$ cat src/rtl/axis_in_stream_if_v2.sv
// axis_in_stream_if_v2: AXIS beat buffer downsized into sparse-strobe isif lanes with occupancy and frame status
module axis_in_stream_if_v2 #(
  parameter int TBITS = 64,
  parameter int TBYTE = 8,
  parameter int OBITS = 16,
  parameter int DEPTH = 16
) (
  input  logic                     clk,
  input  logic                     rst,
  input  logic                     TVALID,
  output logic                     TREADY,
  input  logic [TBITS-1:0]         TDATA,
  input  logic [TBYTE-1:0]         TKEEP,
  input  logic                     TLAST,
  input  logic                     TUSER,
  output logic [OBITS-1:0]         isif_data_dout,
  output logic [OBITS/8-1:0]       isif_strb_dout,
  output logic                     isif_last_dout,
  output logic                     isif_user_dout,
  output logic                     isif_empty_n,
  input  logic                     isif_read,
  output logic [$clog2(DEPTH):0]   occupancy,
  output logic [15:0]              frame_cnt
);
  localparam int OBYTE = OBITS / 8;
  localparam int RATIO = TBITS / OBITS;
  localparam int AW = $clog2(DEPTH);
  localparam int LW = RATIO > 1 ? $clog2(RATIO) : 1;
  localparam int BW = TBITS + TBYTE + 2;
  typedef enum logic [1:0] {HOLD_EMPTY, LOAD, EMIT} state_t;
  state_t r_state, w_nstate;
  logic [BW-1:0] r_mem [DEPTH];
  logic [AW-1:0] r_wptr, r_rptr;
  logic [AW:0] r_occ, w_occ_nxt;
  logic r_tready, r_init;
  logic [15:0] r_frame_cnt;
  logic [TBITS-1:0] r_h_data;
  logic [TBYTE-1:0] r_h_keep;
  logic r_h_last, r_h_user;
  logic [LW-1:0] r_lane, w_nxt_lane, w_hfirst;
  logic w_nxt_found, w_wr, w_pop, w_want, w_drop, w_avail, w_emit;
  logic [TBITS-1:0] w_head_data;
  logic [TBYTE-1:0] w_head_keep;
  logic w_head_last, w_head_user;
  logic [OBITS-1:0] w_ldata [RATIO];
  logic [OBYTE-1:0] w_lkeep [RATIO];
  logic [RATIO-1:0] w_lnz, w_hnz;

  for (genvar g = 0; g < RATIO; g++) begin : g_lane
    assign w_ldata[g] = r_h_data[g*OBITS +: OBITS];
    assign w_lkeep[g] = r_h_keep[g*OBYTE +: OBYTE];
    assign w_lnz[g]   = |w_lkeep[g];
    assign w_hnz[g]   = |w_head_keep[g*OBYTE +: OBYTE];
  end

  assign {w_head_user, w_head_last, w_head_keep, w_head_data} = r_mem[r_rptr];
  assign w_wr      = TVALID && r_tready;
  assign w_avail   = r_occ != '0;
  assign w_drop    = ~|w_hnz && !w_head_last;
  assign w_emit    = r_state == EMIT;
  assign w_occ_nxt = r_occ + (AW+1)'(w_wr) - (AW+1)'(w_pop);

  always_comb begin
    w_nxt_found = 1'b0;
    w_nxt_lane  = '0;
    w_hfirst    = '0;
    for (int j = RATIO - 1; j >= 0; j--) begin
      if (w_lnz[j] && j > int'(r_lane)) begin
        w_nxt_found = 1'b1;
        w_nxt_lane  = LW'(j);
      end
      if (w_hnz[j]) w_hfirst = LW'(j);
    end
  end

  always_comb begin
    w_want   = r_state == LOAD || (w_emit && isif_read && !w_nxt_found);
    w_pop    = w_want && w_avail;
    w_nstate = r_state == HOLD_EMPTY ? (w_avail ? LOAD : HOLD_EMPTY) :
               !w_want ? r_state : !w_avail ? HOLD_EMPTY : w_drop ? LOAD : EMIT;
  end

  always_ff @(posedge clk) if (w_wr) r_mem[r_wptr] <= {TUSER, TLAST, TKEEP, TDATA};

  always_ff @(posedge clk) begin
    if (rst) begin
      r_state     <= HOLD_EMPTY;
      r_wptr      <= '0;
      r_rptr      <= '0;
      r_occ       <= '0;
      r_tready    <= 1'b0;
      r_init      <= 1'b0;
      r_frame_cnt <= '0;
      r_h_data    <= '0;
      r_h_keep    <= '0;
      r_h_last    <= 1'b0;
      r_h_user    <= 1'b0;
      r_lane      <= '0;
    end else begin
      r_state     <= w_nstate;
      r_init      <= 1'b1;
      r_tready    <= r_init && w_occ_nxt != (AW+1)'(DEPTH);
      r_occ       <= w_occ_nxt;
      r_frame_cnt <= r_frame_cnt + 16'(w_wr && TLAST);
      if (w_wr) r_wptr <= r_wptr + 1'b1;
      if (w_pop) r_rptr <= r_rptr + 1'b1;
      if (w_pop && !w_drop) begin
        r_h_data <= w_head_data;
        r_h_keep <= w_head_keep;
        r_h_last <= w_head_last;
        r_h_user <= w_head_user;
        r_lane   <= w_hfirst;
      end else if (w_emit && isif_read && w_nxt_found) r_lane <= w_nxt_lane;
    end
  end

  assign TREADY         = r_tready;
  assign occupancy      = r_occ;
  assign frame_cnt      = r_frame_cnt;
  assign isif_empty_n   = w_emit;
  assign isif_data_dout = w_emit && |w_lnz ? w_ldata[r_lane] : '0;
  assign isif_strb_dout = w_emit ? w_lkeep[r_lane] : '0;
  assign isif_last_dout = w_emit && r_h_last && !w_nxt_found;
  assign isif_user_dout = w_emit && r_h_user;
endmodule

$ cat config.mk
export PLATFORM = sky130hd
export DESIGN_NAME = axis_in_stream_if_v2
export DESIGN_NICKNAME = d
export VERILOG_FILES = /design/src/rtl/axis_in_stream_if_v2.sv
export SDC_FILE = /design/constraint.sdc
export NUM_CORES = 1
export LEC_CHECK = 0
export CAP_MARGIN = 20
export CORE_UTILIZATION = 55
export DETAILED_ROUTE_END_ITERATION = 8
export GPL_ROUTABILITY_DRIVEN = 0
export PLACE_DENSITY = 0.75
export RECOVER_POWER = 50
export SKIP_LAST_GASP = 1
export SYNTH_ARGS = -nofsm -noshare
export SYNTH_HDL_FRONTEND = slang
export SYNTH_SLANG_ARGS = --single-unit
$ cat constraint.sdc
create_clock -name clk -period 7.4 [get_ports clk]
set_input_delay 1.48 -clock clk [delete_from_list [all_inputs] [get_ports clk]]
set_output_delay 1.48 -clock clk [all_outputs]
set_load 0.01 [all_outputs]
* After elaboration in Yosys (flattened, before gate mapping)
Memories as Yosys holds them, arrays and structs flattened. A register that Yosys moved wholly into a read port is not among the register bits.
Index checks and enable logic that the tools add are counted.
** Cells by class
- Add/sub/neg operators :: 5
- Order comparisons :: 4
- Equality and inequality tests :: 3
- Multiplexer cells :: 30
- Bitwise operators :: 1
- Reduce and logical (&&, ||, !) cells :: 34
** Operators by type and width (number)
- 16-bit 2-to-1 mux :: 3
- 16-bit binary-select mux with 2-bit select :: 1
- 2-bit 2-to-1 mux :: 16
- 16-bit by 1-bit adder with 16-bit output :: 1
- 1-bit logical AND :: 16
- 8-bit OR reduction :: 2
- 2-bit OR reduction :: 7
- 4-bit by 1-bit adder with 4-bit output, second input constant :: 2
- 4-bit 2-to-1 mux :: 2
- 1-bit 2-to-1 mux :: 7
- 5-bit by 1-bit adder with 5-bit output :: 1
- 5-bit inequality test, second input constant :: 1
- 5-bit nonzero test :: 1
- 5-bit by 1-bit subtractor with 5-bit output :: 1
- 2-bit binary-select mux with 2-bit select :: 1
- 2-bit greater-than comparator, first input constant :: 2
- 1-bit zero test :: 4
- 2-bit nonzero test :: 2
- 3-bit greater-or-equal comparator, second input constant :: 1
- 2-bit inverter with 3-bit output :: 1
- 2-bit by 1-bit equality test with 1-bit output, second input constant :: 1
- 2-bit equality test, second input constant :: 1
- 1-bit by 2-bit greater-than comparator with 1-bit output, first input constant :: 1
- 2-bit zero test :: 1
- 1-bit logical OR :: 1
** Word-level totals
- Register bits after elaboration :: 109
- Memory bits (writable) :: 1184
- Bits of input ports :: 78
- Output and inout port bits :: 43
- Memories kept :: 1
** Memories
- r_mem :: depth 16, width 74, read ports 1, clocked after memory_dff 1, write ports 1, line 32 : logic [BW-1:0] r_mem [DEPTH];

* Depth between registers and ports, before layout
- Depth in word-level cells :: 12
- Mapped depth :: 17
- Gate-level depth less buffers :: 15

* Worst setup path after synthesis
Ideal clock, no wire load.
- Kind :: input to register
- Start :: input port TVALID
- End :: memory r_mem[3][0] in the netlist's numbering, enable pin
- Setup time :: 0.597 ns
- Arrival :: 7.027 ns
- Required time :: 6.803 ns
- Path slack :: -0.224 ns
- Cell stages on the path :: 4
- Buffers on the path :: 1
- Cells stage by stage :: and2_1 clkbuf_1 nand2_1 nor3_1
** Between the ends
- Cells in the longest elaborated chain, start to end :: 3
** Ends and longest elaborated chain
- start, declared :: line 10 : input logic TVALID,
- 1-bit logical AND :: line 57 : assign w_wr = TVALID && r_tready;
- 1-bit 2-to-1 mux :: line 83 : always_ff @(posedge clk) if (w_wr) r_mem[r_wptr] <= {TUSER, TLAST, TKEEP, TDATA};
- 1-bit 2-to-1 mux (not written as such) :: line 83
- end, declared :: line 32
No other way between the ends.

==> results.toml <==
[outcome]
status = "finished, violations left"
violations = "capacitance limit, slew limit"

[flow_run]
drv_cap = 9

[routing]
drt_iter0_drc = 2879
drc_errors = 0
drtAntennaViolNets = 0
via_per_inst = 6.40
vias = 23700
dr.pass1.iters = 6
post_drt_wl_per_cell_um = 29.7
routed_wl_um = 110000

[power_and_ir_drop]
ir_drop_mv = 0.352
powerDensity_nw_per_um2 = 320
leakagePower_nw = 17.6

[timing]
timing.final.hold_violations = 0
rsz0062_at_grt = "no"
min_period_ns = 5.47
finalSetupTns_ns = 0
setup_ws_ns = 1.93
fmax_mhz = 183
tightest_slew_ns = 2.77
setup_viol = 0
finalCritPeriodShare_pct = 73.9
skew_ns = 0.0551
slew_headroom_pct = -85.7
drv_slew = 196

[global_routing]
grt_first_pass_wirelength_um = 161000
grt_pass1_vias = 24200
antenna_found_initial = 19
grt_max_degree = 153
grt-ovfl-total = 0
grt_usage_pct = 24.4

[hold_path]
holdCritPathClass = "flip-flop to flip-flop"
min_to = "r_h_data[28]"
min_from = "r_h_data[28]"
holdPathStages = 2

[logic_synthesis]
synthesis.nets = 2365
synth_edf_count = 1184
yosysMostFrequentCell = "edfxtp_1"
synth_ff_type = "edfxtp_1"
synth_largest_area_cell = "edfxtp_1"
synth_warnings = 0
synth_common_cells = "edfxtp_1 (1184), mux4_2 (368), nand2_1 (180), dfxtp_1 (113), mux2i_1 (78)"
syn_area_per_cell_um2 = 21.9
yosysSeqAreaShare_pct = 75.8
synthCells = 2274
synth_area_leaders = "edfxtp_1 (71%), mux4_2 (17%), dfxtp_1 (4.5%)"
synth_cell_types = 49
postSynth.asyncResetShare_pct = 0
ys_ff_latch = 1297
syn_area_um2 = 49900
synth_top_cell_area_share_pct = 71.3

[die]
die-area_um2 = 91900
initial_core_util_pct = 55.5
core_um2 = 89900
dieHeight_um = 303
num_io_pins = 121
num_rows = 110
die-width_um = 303

[setup_path]
end_kind = "flip-flop"
r2r_slack_ns = 2.36
critPathMaxFanout = 76
critical_path.startpoint_type = "input pin"
crit_type = "input pin to flip-flop"
crit_required_ns = 7.97
worstPathArrival_ns = 6.04
startpoint = "rst"
reg2reg_to = "TREADY"
r2r-start = "r_state[1]"
r2r_cells = 15

[placed_design]
placed_area_um2 = 52500
io_buffer_count = 120
dp.cells = 3485
dpl.hpwl_um = 57800
pre_cts_ws_ns = 2.45

[finish]
syn2layout_area_growth_pct = 13.1
fill_cells = 5773
drive_gt1_share_pct = 24.1
layout.nets = 2522
final_cells = 3705
multi_input_area_um2 = 11500
stdcell_area_um2 = 56400
seq_area_um2 = 37800

[clock_tree]
postCtsSetupBuffers = 0
cts.sinks = 1297
clk_path_buf_depth = 3
root_buffer = "clkbuf_16"
cts_buffers = 119
ctsResizeCount = 0
htreeDepth = 3
cts_tree = "built"
hold_buffers = 0
path_clk_slew_ns = 0.06
clk_latency_ns = 0.72
[metrics by stage]
| stage | hold slack, ns | total power, mW | utilization [%] |
|---|---|---|---|
| final | 0.466 | 18.0 | 62.8 |
| after CTS | 0.465 | 18.2 | 62.8 |
| after global placement | 0.424 | 11.9 | 58.4 |
| after floorplan | 0.414 | 11.2 | - |
| after global routing | 0.477 | 18.6 | 62.8 |
| after detailed placement | 0.450 | 12.0 | 58.4 |
[per-layer routing]
layer	vias up	global-route usage, %	part of all wire (%)
met5	-	0	0.073
met4	12	5.34	1.6
met3	174	4.41	7.8
met2	1207	40.0	50
met1	12600	34.7	40
li1	9740	-	-
[layout by cell type, fill, tap and decap left out, types with 12 or more instances in the layout]
cell type,n
clkinv_1,16
clkbuf_1,22
buf_4,32
dfxtp_1,109
a21oi_1,13
and3_1,20
ha_1,12
mux4_1,12
dlygate4sd3_1,75
xor2_1,15
clkinv_2,23
nand3_1,14
clkdlybuf4s50_1,45
mux4_2,368
nand2_1,180
clkbuf_16,120
edfxtp_1,1184
nor2_1,39
bufinv_16,16
mux2i_1,78
[where the power goes]
group / internal [mW] / switching [mW] / total (mW)
Sequential: 8.23 / 0.258 / 8.49
Clock: 3.55 / 2.69 / 6.24
Combinational: 1.71 / 1.60 / 3.31
[worst max-delay path by stage]
stage	to	cells past startpoint	slack, ns
detailed placement	TREADY	15	2.45
floorplan	r_mem[7][0]	4	1.76
CTS	r_h_data[59]	8	2.49
finish	r_h_data[9]	6	1.93
global route	r_h_data[9]	6	1.57
global placement	TREADY	15	2.56
[cell families after synthesis]
logic type	count (synthesis)	share of synthesized area (%)
DFF	1297	75.8
muxes	462	18.9
and+or+nand+nor	309	2.72
buffers and inverters	136	1.38
AOI/OAI and AO/OA	36	0.489
xor gates and xnor gates	21	0.369
adders and majority gates	13	0.341
[final cells by class]
type,count,area share [%]
tap,1176,2.61
antenna,1,0.00444
clock inverter,76,1.59
inverter,11,0.0754
multi-input combinational,841,20.3
clock buffer,142,5.47
sequential,1297,67.1
timing repair buffer,161,2.87
[registers in the layout (all words and copies together) (netlist names), named ones only]
signal,count
r_init,1
TREADY,1
r_h_last,1
r_mem,1184
r_state,2
r_h_user,1
frame_cnt,16
r_wptr,4
occupancy,5
r_h_keep,8
r_lane,2
r_h_data,64
r_rptr,4
[critical path, cell delays in order]
cell and delay (ns):
clkdlybuf4s50_1 0.45, buf_4 0.37, clkinvlp_2 2.19, buf_4 1.14
nand2_1 0.22, mux2i_1 0.09
No activity file was read; power rests on OpenSTA's default activity.
==> RTL change (config.mk and constraints unchanged) <==
Set the parameter `OBITS` to 32 (it was 16).
--- a/src/rtl/axis_in_stream_if_v2.sv
+++ b/src/rtl/axis_in_stream_if_v2.sv
@@ -4,3 +4,3 @@
   parameter int TBYTE = 8,
-  parameter int OBITS = 16,
+  parameter int OBITS = 32,
   parameter int DEPTH = 16
Ports: changed (resized isif_data_dout and isif_strb_dout); port bits go from 121 to 139. The function was not compared with the original's and may differ.
==> RTL change against the original RTL <==
The run still ends with capacitance limit, slew limit left; final area rose by 2.0%; sequential power is essentially flat; sequential cell count is 1 lower; wire length is 5.8% higher; area after synthesis up 2.3%; die area increased by 2.3%; setup slack worse by 270 ps; clock power is 3% lower; combinational power decreased by 6.9%; power fell by 2.2%; global-route usage increased by 0.65 points; critical path type unchanged; largest power group unchanged; highest routed layer unchanged.
==> RTL change: results <==
{
  "status": "finished, violations left",
  "violations": "capacitance limit, slew limit",
  "synthTopCellsByCount": "edfxtp_1 (1184), mux4_2 (345), nor2_1 (153), dfxtp_1 (112), nand2_1 (95)",
  "routedWlPerCell_um": 29.3,
  "drive_gt1_frac": 0.210,
  "place_hpwl_mm": 61.5,
  "synthXorXnorAreaFrac": 0.00343,
  "synth_compound_gate_area_share": 0.0354,
  "synth_cell_types": 50,
  "synth_seq_area_share": 0.740,
  "dpl.cell_count": 3760,
  "grt_start_max_net_pins": 137,
  "pre_cts_slack_ps": 2660,
  "tightest_slew_ps": 3820,
  "critPathMaxStageDelay_ps": 2700,
  "drt_iter0_markers": 3267,
  "synth.area.mux_share": 0.166,
  "peakVddDrop_uv": 222,
  "yosys.area_share.adder": 0.00333,
  "fin_worst_skew_ps": 34.3,
  "fin_crit_ps": 5740,
  "arrival_ps": 6350,
  "cp_slowest_cell": "clkbuf_1",
  "htree_levels": 3,
  "drv_cap": 3,
  "hold_ws_ps": 423,
  "power.leakage_nw": 17.6,
  "grt_usage": 0.250,
  "portBuffers": 138,
  "clk_root_buffer_cell": "clkbuf_16",
  "num_vias": 25800,
  "min_to": "TREADY",
  "grt_pass1_wl_mm": 171,
  "cts_buffers": 121,
  "synthesis.nets": 2588,
  "regToRegSetupSlack_ps": 3000,
  "drv_slew": 128,
  "reg2reg_to": "r_state[0]",
  "place_area_sq_mm": 0.0538,
  "fin_nets": 2731,
  "synth.area.top_cells": "edfxtp_1 (70%), mux4_2 (15%), dfxtp_1 (4.4%)",
  "worstHoldPathType": "reg -> reg",
  "wl_mm": 116,
  "antenna_found_initial": 16,
  "cp_top_family": "buffers and inverters",
  "syn_inst": 2497,
  "reg2reg_depth": 8,
  "cp-endpoint": "r_h_keep[1]",
  "min_from": "r_init",
  "fill_cells": 5983,
  "cp_max_fo": 78,
  "drtPass1Iterations": 8
}
## RTL change: changes by cell type after synthesis, sizes merged, moves of 14 or more
cell	before	now
buf	59	73
a221oi	2	16
nand2	180	95
a32o	1	66
mux4	380	345
clkbuf	66	87
nor2	48	153
a311o	0	65
nor2b	6	70
## RTL change: worst register-to-register path, cell delays in order, from the launching register on
cell,delay (ps)
dfxtp_4,960
buf_4,640
mux4_2,610
a22oi_1,390
o211ai_1,200
nor4_2,410
buf_12,410
nand2_1,310
a211oi_1,320
## RTL change: cell families (layout without fill, tap and decap cells)
family | count (synthesis) | count (layout)
DFF | 1296 | 1296
other | 0 | 1
adders and majority gates | 13 | 13
AOI/OAI and AO/OA | 205 | 205
buffers and inverters | 172 | 407
xor gates and xnor gates | 20 | 20
muxes | 413 | 413
and+or+nand+nor | 378 | 378
## RTL change: final cells by class
cell class              count  area, sq um  area share
diodes                      1         2.50   0.0000435
clock inverters            63          673      0.0117
flip-flops and latches   1296        37800       0.657
well taps                1243         1560      0.0270
repair buffers            180         1800      0.0314
inverters                  12         50.0    0.000870
clock buffers             152         3180      0.0552
multi-input cells        1029        12500       0.217
## RTL change: per-layer routing
metal / global-route usage / part of all wire / up-vias
li1: - / - / 10700
met1: 0.346 / 0.38 / 13600
met2: 0.410 / 0.50 / 1338
met3: 0.0440 / 0.088 / 238
met4: 0.0812 / 0.030 / 14
met5: 0 / 0.00077 / -
## RTL change: power breakdown
group	switching, mW	internal, mW	leakage (nW)	total [mW]
Sequential	0.243	8.26	11.6	8.50
Combinational	1.57	1.51	4.16	3.08
Clock	2.62	3.45	1.86	6.06
Total	4.43	13.2	17.6	17.6
